`config.mk`:
```
export PLATFORM = sky130hd
export DESIGN_NAME = ad_hx711_ctrl
export DESIGN_NICKNAME = d
export VERILOG_FILES = /design/src/rtl/ad_hx711_ctrl.sv
export SDC_FILE = /design/constraint.sdc
export NUM_CORES = 1
export LEC_CHECK = 0
export ABC_AREA = 0
export BUFFER_PORTS_ARGS = -buffer_cell sky130_fd_sc_hd__buf_2
export CAP_MARGIN = 20
export CORE_AREA = 4 4 112 103
export CTS_BUF_LIST = sky130_fd_sc_hd__clkbuf_8 sky130_fd_sc_hd__clkbuf_16
export DETAILED_ROUTE_END_ITERATION = 8
export DIE_AREA = 0 0 116 107
export PLACE_DENSITY = 0.62
export SYNTH_ARGS = -nofsm -noshare
export SYNTH_HDL_FRONTEND = slang
export SYNTH_SLANG_ARGS = --single-unit
```
`constraint.sdc`:
```
create_clock -name clk_50 -period 2.8 [get_ports clk_50]
set_input_delay 0.42 -clock clk_50 [delete_from_list [all_inputs] [get_ports clk_50]]
set_output_delay 0.42 -clock clk_50 [all_outputs]
set_load 0.005 [all_outputs]
```
`src/rtl/ad_hx711_ctrl.sv`:
```
// HX711-class 24-bit load-cell ADC reader: pd_sck/dout framing, gain select, power-down.
// Define AD_AVG_EN to average 2^AVG_LOG2 frames per published value.
module ad_hx711_ctrl #(
  parameter int DATA_W      = 24,
  parameter int SCK_HALF    = 50,
  parameter int TIMEOUT_CYC = 5000000,
  parameter int PDOWN_CYC   = 4000,
  parameter int AVG_LOG2    = 2
) (
  input  logic              clk_50,
  input  logic              rst,
  input  logic              dout,
  output logic              pd_sck,
  input  logic              en,
  input  logic [1:0]        mode,
  input  logic              pwr_down,
  output logic [DATA_W-1:0] value,
  output logic              value_valid,
  output logic [1:0]        value_mode,
  output logic              sat,
  output logic              busy,
  output logic              timeout_err
);

  localparam int PW = $clog2(DATA_W + 4);

  typedef enum logic [2:0] {
    IDLE, WAIT_RDY, SCK_HI, SCK_LO, GAP, PD_ENTER, PD_HOLD
  } state_t;

  if (SCK_HALF < 4 || AVG_LOG2 < 1) begin : g_bad_param
    $error("ad_hx711_ctrl: SCK_HALF >= 4 and AVG_LOG2 >= 1 required");
  end

  state_t            state;
  logic              dout_m;
  logic              dout_s;
  logic [31:0]       cnt;
  logic [PW-1:0]     pulse_cnt;
  logic [PW-1:0]     pulse_nxt;
  logic [PW-1:0]     pulse_end;
  logic [1:0]        next_mode;
  logic [1:0]        cur_gain;
  logic [1:0]        mode_n;
  logic [DATA_W-1:0] shreg;
  logic              shreg_sat;
  logic              half_end;

  // dout is asynchronous to clk_50
  always_ff @(posedge clk_50) begin
    if (rst) begin
      dout_m <= 1'b1;
      dout_s <= 1'b1;
    end else begin
      dout_m <= dout;
      dout_s <= dout_m;
    end
  end

  assign mode_n    = (mode == 2'd3) ? 2'd0 : mode;
  assign pulse_nxt = pulse_cnt + PW'(1);
  assign pulse_end = PW'(DATA_W + 1) + PW'(next_mode);
  assign half_end  = (cnt == 32'(SCK_HALF - 1));
  assign shreg_sat = (shreg == {1'b0, {(DATA_W-1){1'b1}}}) ||
                     (shreg == {1'b1, {(DATA_W-1){1'b0}}});
  assign busy      = (state == SCK_HI) || (state == SCK_LO) ||
                     (state == GAP);

`ifdef AD_AVG_EN
  localparam int AW = DATA_W + AVG_LOG2;

  logic signed [AW-1:0] acc;
  logic signed [AW-1:0] acc_sum;
  logic signed [AW-1:0] acc_avg;
  logic [AVG_LOG2-1:0]  frm_cnt;
  logic                 sat_win;

  assign acc_sum = acc + AW'($signed(shreg));
  assign acc_avg = acc_sum >>> AVG_LOG2;
`endif

  always_ff @(posedge clk_50) begin
    if (rst) begin
      state       <= IDLE;
      pd_sck      <= 1'b0;
      value       <= '0;
      value_valid <= 1'b0;
      value_mode  <= '0;
      sat         <= 1'b0;
      timeout_err <= 1'b0;
      cur_gain    <= '0;
      next_mode   <= '0;
      cnt         <= '0;
      pulse_cnt   <= '0;
      shreg       <= '0;
`ifdef AD_AVG_EN
      acc         <= '0;
      frm_cnt     <= '0;
      sat_win     <= 1'b0;
`endif
    end else begin
      value_valid <= 1'b0;
      unique case (state)
        IDLE: begin
          if (en && !pwr_down) begin
            state <= WAIT_RDY;
            cnt   <= '0;
          end
        end
        WAIT_RDY: begin
          if (!dout_s) begin
            next_mode <= mode_n;
            pulse_cnt <= '0;
            cnt       <= '0;
            pd_sck    <= 1'b1;
            state     <= SCK_HI;
          end else if (pwr_down) begin
            cnt    <= '0;
            pd_sck <= 1'b1;
            state  <= PD_ENTER;
          end else if (!en) begin
            state <= IDLE;
          end else if (cnt == 32'(TIMEOUT_CYC - 1)) begin
            timeout_err <= 1'b1;
            cnt         <= '0;
          end else begin
            cnt <= cnt + 32'd1;
          end
        end
        SCK_HI: begin
          if (half_end) begin
            // sample late in the high phase, after the ADC has shifted
            if (pulse_cnt < PW'(DATA_W))
              shreg <= {shreg[DATA_W-2:0], dout_s};
            pd_sck <= 1'b0;
            cnt    <= '0;
            state  <= SCK_LO;
          end else begin
            cnt <= cnt + 32'd1;
          end
        end
        SCK_LO: begin
          if (half_end) begin
            cnt       <= '0;
            pulse_cnt <= pulse_nxt;
            if (pulse_nxt == pulse_end) begin
              state <= GAP;
            end else begin
              pd_sck <= 1'b1;
              state  <= SCK_HI;
            end
          end else begin
            cnt <= cnt + 32'd1;
          end
        end
        GAP: begin
`ifdef AD_AVG_EN
          if (frm_cnt == '1) begin
            value       <= acc_avg[DATA_W-1:0];
            value_valid <= 1'b1;
            value_mode  <= cur_gain;
            sat         <= sat_win | shreg_sat;
            timeout_err <= 1'b0;
            acc         <= '0;
            frm_cnt     <= '0;
            sat_win     <= 1'b0;
          end else if (next_mode != cur_gain) begin
            acc     <= '0;
            frm_cnt <= '0;
            sat_win <= 1'b0;
          end else begin
            acc     <= acc_sum;
            frm_cnt <= frm_cnt + AVG_LOG2'(1);
            sat_win <= sat_win | shreg_sat;
          end
`else
          value       <= shreg;
          value_valid <= 1'b1;
          value_mode  <= cur_gain;
          sat         <= shreg_sat;
          timeout_err <= 1'b0;
`endif
          // pulse count of this frame set the gain of the next one
          cur_gain <= next_mode;
          cnt      <= '0;
          if (pwr_down) begin
            pd_sck <= 1'b1;
            state  <= PD_ENTER;
          end else if (en) begin
            state <= WAIT_RDY;
          end else begin
            state <= IDLE;
          end
        end
        PD_ENTER: begin
          if (cnt == 32'(PDOWN_CYC - 1)) begin
            cnt   <= '0;
            state <= PD_HOLD;
          end else begin
            cnt <= cnt + 32'd1;
          end
        end
        PD_HOLD: begin
          if (!pwr_down) begin
            pd_sck   <= 1'b0;
            cur_gain <= '0;
            state    <= IDLE;
`ifdef AD_AVG_EN
            acc      <= '0;
            frm_cnt  <= '0;
            sat_win  <= 1'b0;
`endif
          end
        end
        default: begin
          pd_sck <= 1'b0;
          state  <= IDLE;
        end
      endcase
    end
  end

endmodule
```
Word level (Yosys, flattened, before mapping)
Cells that the tools add are included.
Word-level totals
  bits in registers: 100
  latch bits: 0
  bits in writable memories: 0
  memory bits (read-only): 0
  output and inout port bits: 31
  logic and storage cells: 105
  memories: 0
Operators by class
  add/subtract/negate cells: 3
  multiply operators: 0
  div/mod/pow operators: 0
  order comparisons: 1
  equality and inequality tests: 26
  shifts and indexed selects: 0
  mux-type cells: 39
  bitwise operators: 2
  reduce and logical (&&, ||, !) cells: 20
Operator list (count)
  32-bit 2-to-1 mux: 7
  32-bit one-hot mux with 5 select lines: 1
  32-bit by 1-bit adder with 32-bit output, second input constant: 1
  32-bit by 12-bit == test with 1-bit output, second input constant: 1
  32-bit by 23-bit == test with 1-bit output, second input constant: 1
  32-bit by 6-bit == test with 1-bit output, second input constant: 1
  3-bit 2-to-1 mux: 10
  24-bit by 23-bit == test with 1-bit output, second input constant: 1
  24-bit == test, second input constant: 1
  2-bit inequality test, second input constant: 11
  3-bit one-hot mux with 7 select lines: 1
  1-bit 2-to-1 mux: 12
  5-bit 2-to-1 mux: 2
  5-bit one-hot mux with 2 select lines: 1
  5-bit AND reduction: 2
  3-bit == test, second input constant: 3
  3-bit AND reduction: 3
  4-bit inequality test, second input constant: 2
  3-bit by 2-bit == test with 1-bit output, second input constant: 2
  1-bit one-hot mux with 6 select lines: 1
  6-bit AND reduction: 1
  2-bit nonzero test: 3
  4-bit by 3-bit adder with 5-bit output, first input constant: 1
  5-bit by 1-bit adder with 5-bit output, second input constant: 1
  other kinds (15): 21

Depth between registers and ports, before layout
Gate-level depths: netlist of the first run.
  depth after elaboration: 6
  gate-level depth with buffers: 10
  gate-level depth less buffers: 8

Least setup slack after synthesis of the first run
No wires, ideal clock.
  path kind: register to register
  start point: register cnt[14]
  end point: register cnt[10]
  setup time: 0.115 ns
  arrival time: 2.435 ns
  path slack: 0.250 ns
  cell stages (with the launch flop): 8
  period minus slack after synthesis: 2.550 ns
  path through: dfxtp_1 or4_1 or4_4 o41ai_4 o22ai_2 o31ai_4 buf_6 nor2_2
Between the ends
  longest elaborated chain between the ends: 6
Ends and longest elaborated chain
  start: declaration: line 38  | logic [31:0] cnt;
  start signal: assignment: line 127  | cnt <= cnt + 32'd1;
  start signal: assignment: line 139  | cnt <= cnt + 32'd1;
  start signal: assignment: line 153  | cnt <= cnt + 32'd1;
  32-bit by 23-bit == test with 1-bit output: line 123  | end else if (cnt == 32'(TIMEOUT_CYC - 1)) begin
  32-bit 2-to-1 mux: line 123
  32-bit 2-to-1 mux: line 121  | end else if (!en) begin
  32-bit 2-to-1 mux: line 117  | end else if (pwr_down) begin
  32-bit 2-to-1 mux: line 111  | if (!dout_s) begin
  32-bit one-hot mux with 5 select lines (*): line 103  | unique case (state)
Mark *: on every way between the ends. The rest lies on a longest branch, timed or not. The select of a mux whose other input is x is not followed.
A chain may end at the register's enable or synchronous reset.

Worst setup path in the final report of the first run
  start point: register cnt[18]
  end point: register cnt[22]
Between the ends
  longest elaborated chain between the ends: 6
Ends and longest elaborated chain (line)
  32-bit by 1-bit adder with 32-bit output or 32-bit by 23-bit == test with 1-bit output (tied branches)
  32-bit 2-to-1 mux: 123
  32-bit 2-to-1 mux: 121
  32-bit 2-to-1 mux: 117
  32-bit 2-to-1 mux: 111
  32-bit one-hot mux with 5 select lines (*): 103
Marks and branches as above.

==> flow_metrics.env, run 1 <==
export IMPL_finClkSkew_ns=0.01146
export IMPL_period_share_pct=95.59
export IMPL_reg2reg_slack_ns=0.12
export IMPL_syn_nets=587
export IMPL_hold_viol=0
export IMPL_cts_tree="yes"
export IMPL_design_core_area_um2=10250
export IMPL_p_per_area_nw_per_um2=642.5
export IMPL_port_buffer_count=37
export IMPL_p_clk_share_pct=35.2
export IMPL_ir_worst_vdd_mv=0.3665
export IMPL_hpwlAfterDp_mm=7.329
export IMPL_die_w_um=116
export IMPL_hp_class="in -> reg"
export IMPL_p_int_mw=2.297
export IMPL_antennaDiodeCount=0
export IMPL_worst_slew_margin_rel_pct=53.06
export IMPL_detail_route_vias_per_cell=5.450
export IMPL_criticalPathCategory="reg -> reg"
export IMPL_end_kind="flip-flop"
export IMPL_initial_core_util_pct=44.77
export IMPL_grt_pass1_vias=3716
export IMPL_worstPathMaxFanout=24
export IMPL_netlist_instances=576
export IMPL_yosys_area_top_type_share_pct=43.63
export IMPL_drcViolationCount=0
export IMPL_cts_buffers=9
export IMPL_synth_distinct_cells=57
export IMPL_htree_levels=3
export IMPL_clk_pin_slew_ns=0.07
export IMPL_seqPwrFrac_pct=44.8
export IMPL_worstMarginPinSlew_ns=0.7040
export IMPL_p_leak_nw=1.765
export IMPL_startpoint_type="flip-flop"
export IMPL_rr_worst_depth=7
export IMPL_fmaxAchievable_mhz=373.6
export IMPL_grt_pass1_wl_mm=17.87
export IMPL_async_flop_share_pct=0
export IMPL_max_cap_viol_count=0
export IMPL_finalNetCount=617
export IMPL_root_buffer="clkbuf_16"
export IMPL_yosys_area_top_type="dfxtp_1"
export IMPL_wire_per_inst_um=14.17
export IMPL_synth_warnings=0
export IMPL_fin_hold_ws_ns=0.2632
export IMPL_grt_max_degree=68
export IMPL_mappedNetlistArea_um2=4588
export IMPL_seqCellArea_um2=2002
export IMPL_r2r_end="cnt[22]$_SDFFE_PP0P_"
export IMPL_grt_antenna_before_repair=0
export IMPL_vias=4033
export IMPL_startpoint="cnt[18]$_SDFFE_PP0P_"
export IMPL_postCtsSetupRepairBufs=0
export IMPL_clkLatencyLatePin_ns=0.34
export IMPL_grt_overflow=0
export IMPL_synthTopCellsByArea="dfxtp_1 44%, nand2_1 10%, a21oi_1 7.0%"
export IMPL_cp_arrival_ns=2.90
export IMPL_io_pins=38
export IMPL_p_sw_share_pct=31.30
export IMPL_fp_dieH_um=107
export IMPL_ant_nets=0
export IMPL_holdBufCountCts=0
export IMPL_status="finished, final reports clean"
export IMPL_setup_viol=0
export IMPL_p_sw_mw=1.047
export IMPL_clock_path_buffers=2
export IMPL_slowest_stage="or4_4"
export IMPL_tns_ns=0
export IMPL_slowest_delay_ns=0.59
export IMPL_gp_congestion=0.8691
export IMPL_synth_edf_count=0
export IMPL_cts_resized=0
export IMPL_path_cells="or4_1, or4_4, o41ai_4, o22ai_2, o31ai_4, buf_12, nor2_1"
export IMPL_nFillCells=1034
export IMPL_ys_ff_latch=100
export IMPL_drt_iter0_markers=205
export IMPL_multi_input_area_um2=2414
export IMPL_maxSlewViolCount=0
export IMPL_track_usage_pct=17.50
export IMPL_rsz0062_at_grt="false"
export IMPL_cts_sinks=100
export IMPL_synthTopCellsByCount="128 x nand2_1, 100 x dfxtp_1, 64 x a21oi_1"
export IMPL_std_cell_rows=35
export IMPL_syn_avg_cell_area_um2=7.966
export IMPL_ys_seq_area_share_pct=43.63
export IMPL_area_growth_pct=13.44
export IMPL_required_ns=3.03
export IMPL_synth_ff_type="dfxtp_1"
export IMPL_p_comb_share_pct=20.0
export IMPL_worstSetupEndpoint="cnt[22]$_SDFFE_PP0P_"
export IMPL_dieArea_um2=12410
export IMPL_fin_crit_ns=2.677
export IMPL_final_layout_size_suffix_gt1_share_pct=15.71
export IMPL_synth_most_common_cell="nand2_1"
export IMPL_routed_wl_mm=10.49
export IMPL_r2r_start="cnt[18]$_SDFFE_PP0P_"
export IMPL_first_pass_iters=4
-- worst max-delay path: cells and delay by family (launching register included) --
family | cells | cell delay (ns)
compound gates | 3 | 0.79
buf+inv | 1 | 0.21
flops | 1 | 0.35
simple gates | 3 | 1.21
-- power by group through the flow --
| stage | Clock (mW) | Sequential (mW) | Combinational [mW] |
|---|---|---|---|
| after floorplan | 0 | 1.50 | 0.498 |
| after global placement | 0 | 1.53 | 0.662 |
| after detailed placement | 0 | 1.53 | 0.670 |
| after CTS | 1.21 | 1.50 | 0.671 |
| after global routing | 1.27 | 1.50 | 0.745 |
| final | 1.18 | 1.50 | 0.667 |
-- layout make-up --
cell class                 count  share of cell area (%)
clock buffer                   9                   4.327
clock inverter                 7                   1.130
inverter                       9                  0.6490
multi-input combinational    434                   46.37
sequential                   100                   38.46
tap                          129                   3.101
timing repair buffer          52                   5.962
-- routing by layer --
| metal | part of all wire [%] | GRT usage (%) | vias to the layer above |
|---|---|---|---|
| met1 | 50 | 25.27 | 1868 |
| li1 | - | - | 2070 |
| met4 | 0.78 | 4.391 | 0 |
| met2 | 44 | 26.25 | 87 |
| met3 | 5.0 | 4.063 | 8 |
| met5 | 0 | 0 | - |
-- state kept, by name, indices dropped and copies added (netlist names) --
name / count
pulse_cnt: 5
value_mode: 2
sat: 1
cur_gain: 2
next_mode: 2
pd_sck: 1
value_valid: 1
shreg: 24
state: 3
value: 24
dout_s: 1
dout_m: 1
cnt: 32
timeout_err: 1
-- cells by family after synthesis --
group                    after synthesis  share of synthesized area [%]
adder cells (fa/ha/maj)                4                          1.091
multiplexers                           2                         0.4363
buffers and inverters                 42                          3.818
AND/OR/NAND/NOR                      296                          31.20
flip-flops                           100                          43.63
AO/OA/AOI/OAI                        101                          13.91
XOR/XNOR                              31                          5.918
-- through the flow --
stage	util, %	instances	power [mW]	worst slack (ns)	cell area, µm²
CTS	50.79	740	3.383	0.1157	5205
detailed placement	48.02	724	2.200	0.1334	4921
floorplan	-	576	2.000	0.2500	4588
global placement	48.02	724	2.191	0.1931	4921
finish	50.79	740	3.344	0.1234	5205
global route	50.79	740	3.517	0.02098	5205
-- worst min path at each step --
stage	startpoint	end	slack (ns)	cells after the start
5_1_grt	dout	dout_m$_SDFF_PP1_	0.27	2
4_1_cts	dout	dout_m$_SDFF_PP1_	0.26	2
2_1_floorplan	dout_m$_SDFF_PP1_	dout_s$_SDFF_PP1_	0.39	1
3_5_place_dp	dout_m$_SDFF_PP1_	dout_s$_SDFF_PP1_	0.40	1
3_3_place_gp	dout_m$_SDFF_PP1_	dout_s$_SDFF_PP1_	0.40	1
6_report	dout	dout_m$_SDFF_PP1_	0.26	2
-- cell usage in the layout, fill, tap and decap left out, types with 3 or more instances in the layout --
cell type  synthesis  final
nand4_1           15     15
o21ai_0            4      4
or4_1              3      3
o31ai_1            3      3
nand2b_1           4      4
buf_4              0     14
dfxtp_1          100    100
inv_1              9     10
nand2_1          128    128
a21oi_1           64     64
or2_2              7      7
nor2b_1            4      4
clkbuf_16          0      9
xor2_1            11     11
xnor2_1           20     20
nor4_1            15     15
nand3_1           29     29
ha_1               4      4
a22oi_1            4      4
or3_1              5      5
nor2_2            10     11
nor3b_1            3      3
clkinv_4           0      3
nor3_1            21     21
o22ai_1            3      3
buf_2              2     37
nor2_1            36     35
a211oi_1           3      3
(Power assumes the default switching activity.)
==> run 2: changes to the inputs <==
Settings changed: CORE_AREA 4 4 112 103 to 4 4 118 109, DIE_AREA 0 0 116 107 to 0 0 122 113, PLACE_DENSITY 0.62 to 0.57.
==> run 2 against run 1 <==
  * Routed wire length rose by 1.2%
  * Setup slack got worse by 0.011 ns
  * Register-to-register slack about the same
  * Sequential power about the same
  * Core utilization shrank 5.9 points
  * Global-route usage fell by 1.4 points
  * Fmax shrank 0.40%
  * Critical path depth unchanged
  * Sequential share of layout area is 0.53 points lower
  * Total power is 3.3% higher
  * Largest cell class unchanged
  * Highest routed layer unchanged
==> flow_metrics.env, run 2 (synthesized netlist as in run 1, its figures left out) <==
export IMPL_p_leak_nw=1.778
export IMPL_cp_arrival_ns=2.92
export IMPL_initial_core_util_pct=39.07
export IMPL_routed_wl_mm=10.61
export IMPL_finalNetCount=617
export IMPL_hpwlAfterDp_mm=7.279
export IMPL_worstMarginPinSlew_ns=0.7165
export IMPL_antennaDiodeCount=0
export IMPL_rr_worst_depth=7
export IMPL_vias=4054
export IMPL_drcViolationCount=0
export IMPL_startpoint_type="flip-flop"
export IMPL_maxSlewViolCount=0
export IMPL_drt_iter0_markers=223
export IMPL_p_comb_share_pct=18.5
export IMPL_period_share_pct=95.98
export IMPL_reg2reg_slack_ns=0.11
export IMPL_hp_class="in -> reg"
export IMPL_clock_path_buffers=2
export IMPL_root_buffer="clkbuf_16"
export IMPL_port_buffer_count=37
export IMPL_worstPathMaxFanout=24
export IMPL_dieArea_um2=13790
export IMPL_rsz0062_at_grt="false"
export IMPL_worst_slew_margin_rel_pct=52.17
export IMPL_end_kind="flip-flop"
export IMPL_seqPwrFrac_pct=43.6
export IMPL_r2r_end="cnt[20]$_SDFFE_PP0P_"
export IMPL_p_per_area_nw_per_um2=654.6
export IMPL_multi_input_area_um2=2414
export IMPL_placed_cell_area_um2=4960
export IMPL_slowest_stage="or4_4"
export IMPL_largest_register="cnt"
export IMPL_p_clk_share_pct=37.9
export IMPL_nFillCells=1195
export IMPL_status="finished, final reports clean"
export IMPL_wire_per_inst_um=13.76
export IMPL_grt_antenna_before_repair=0
export IMPL_grt_max_degree=33
export IMPL_finClkSkew_ns=0.01009
export IMPL_mostFrequentLayoutCells="128 x nand2_1, 100 x dfxtp_1, 64 x a21oi_1"
export IMPL_hold_viol=0
export IMPL_final_common_cell="nand2_1"
export IMPL_gp_congestion=0.8566
export IMPL_fin_hold_ws_ns=0.2441
export IMPL_postCtsSetupRepairBufs=0
export IMPL_path_cells="or4_1, or4_4, o41ai_4, o22ai_2, o31ai_4, buf_12, nor2_1"
export IMPL_grt_pass1_vias=3677
export IMPL_cts_tree="yes"
export IMPL_track_usage_pct=16.11
export IMPL_seqCellArea_um2=2002
export IMPL_htree_levels=3
export IMPL_fp_dieH_um=113
export IMPL_first_pass_iters=5
export IMPL_pre_cts_slack_ns=0.1340
export IMPL_p_int_mw=2.425
export IMPL_die_w_um=122
export IMPL_grt_pass1_wl_mm=17.99
export IMPL_cts_buffers=9
export IMPL_tns_ns=0
export IMPL_clkLatencyLatePin_ns=0.35
export IMPL_final_cell_area_um2=5278
export IMPL_fmaxAchievable_mhz=372.1
export IMPL_area_growth_pct=15.03
export IMPL_io_pins=38
export IMPL_setup_viol=0
export IMPL_p_sw_mw=1.029
export IMPL_power_mw=3.455
export IMPL_design_core_area_um2=11740
export IMPL_postLayoutSetupSlackWorst_ns=0.1125
export IMPL_slowest_delay_ns=0.58
export IMPL_std_cell_rows=38
export IMPL_fin_crit_ns=2.687
export IMPL_max_cap_viol_count=0
export IMPL_required_ns=3.04
export IMPL_ir_worst_vdd_mv=0.3088
export IMPL_cts_sinks=100
export IMPL_ant_nets=0
export IMPL_worstHoldPathCells=2
export IMPL_detail_route_vias_per_cell=5.258
export IMPL_criticalPathCategory="reg -> reg"
export IMPL_cts_resized=0
export IMPL_final_layout_size_suffix_gt1_share_pct=15.88
export IMPL_holdBufCountCts=0
export IMPL_grt_overflow=0
export IMPL_largest_register_ffs=32
export IMPL_whs_endpoint="dout_m$_SDFF_PP1_"
export IMPL_r2r_start="cnt[18]$_SDFFE_PP0P_"
export IMPL_p_sw_share_pct=29.79
export IMPL_worst_hold_startpoint="dout"
export IMPL_clk_pin_slew_ns=0.07
export IMPL_largestRegisters="cnt x32, shreg x24, value x24"
## run 2: changes by cell type in the layout (fill, tap and decap cells not counted), sizes merged
cell / delta
clkbuf: +2
inv: -2
bufinv: +1
clkinv: -1
## run 2: how the worst max path moves through the flow
stage / slack [ns] / cells past startpoint / end / startpoint
after floorplan: 0.25 / 7 / cnt[10]$_SDFFE_PP0P_ / cnt[14]$_SDFFE_PP0P_
after global placement: 0.20 / 7 / cnt[20]$_SDFFE_PP0P_ / cnt[18]$_SDFFE_PP0P_
after detailed placement: 0.13 / 7 / cnt[18]$_SDFFE_PP0P_ / cnt[18]$_SDFFE_PP0P_
after CTS: 0.11 / 7 / cnt[18]$_SDFFE_PP0P_ / cnt[18]$_SDFFE_PP0P_
after global routing: 0.02 / 7 / cnt[20]$_SDFFE_PP0P_ / cnt[18]$_SDFFE_PP0P_
final: 0.11 / 7 / cnt[20]$_SDFFE_PP0P_ / cnt[18]$_SDFFE_PP0P_
## run 2: routing by layer
metal  track usage (%)  wire length, µm  up-vias
met2             23.75             4629       86
li1                  -                -     2058
met1             22.82             5368     1901
met5                 0                0        -
met3             3.598              456        9
met4             6.497              157        0
## run 2: per-stage QoR
stage | utilization (%) | std cells
floorplan | - | 576
global route | 44.94 | 771
CTS | 44.94 | 771
finish | 44.94 | 771
global placement | 42.23 | 755
detailed placement | 42.23 | 755
## run 2: layout make-up
| class | count | share of cell area, % |
|---|---|---|
| multi-input cells | 434 | 45.73 |
| flip-flops and latches | 100 | 37.93 |
| repair buffers | 52 | 5.880 |
| clock buffers | 11 | 4.789 |
| well taps | 160 | 3.793 |
| clock inverters | 5 | 1.233 |
| inverters | 9 | 0.6401 |
## run 2: power by group through the flow
stage	clock (mW)	sequential, mW	combinational, mW
2_1_floorplan	0	1.50	0.498
3_3_place_gp	0	1.54	0.642
3_5_place_dp	0	1.54	0.643
4_1_cts	1.35	1.51	0.646
5_1_grt	1.42	1.51	0.714
6_report	1.31	1.51	0.637
## run 2: worst max-delay path: cells and delay by family (launching register included)
kind / cells / cell delay, ns
flip-flops: 1 / 0.37
AO/OA/AOI/OAI: 3 / 0.78
buffers and inverters: 1 / 0.21
AND/OR/NAND/NOR: 3 / 1.21
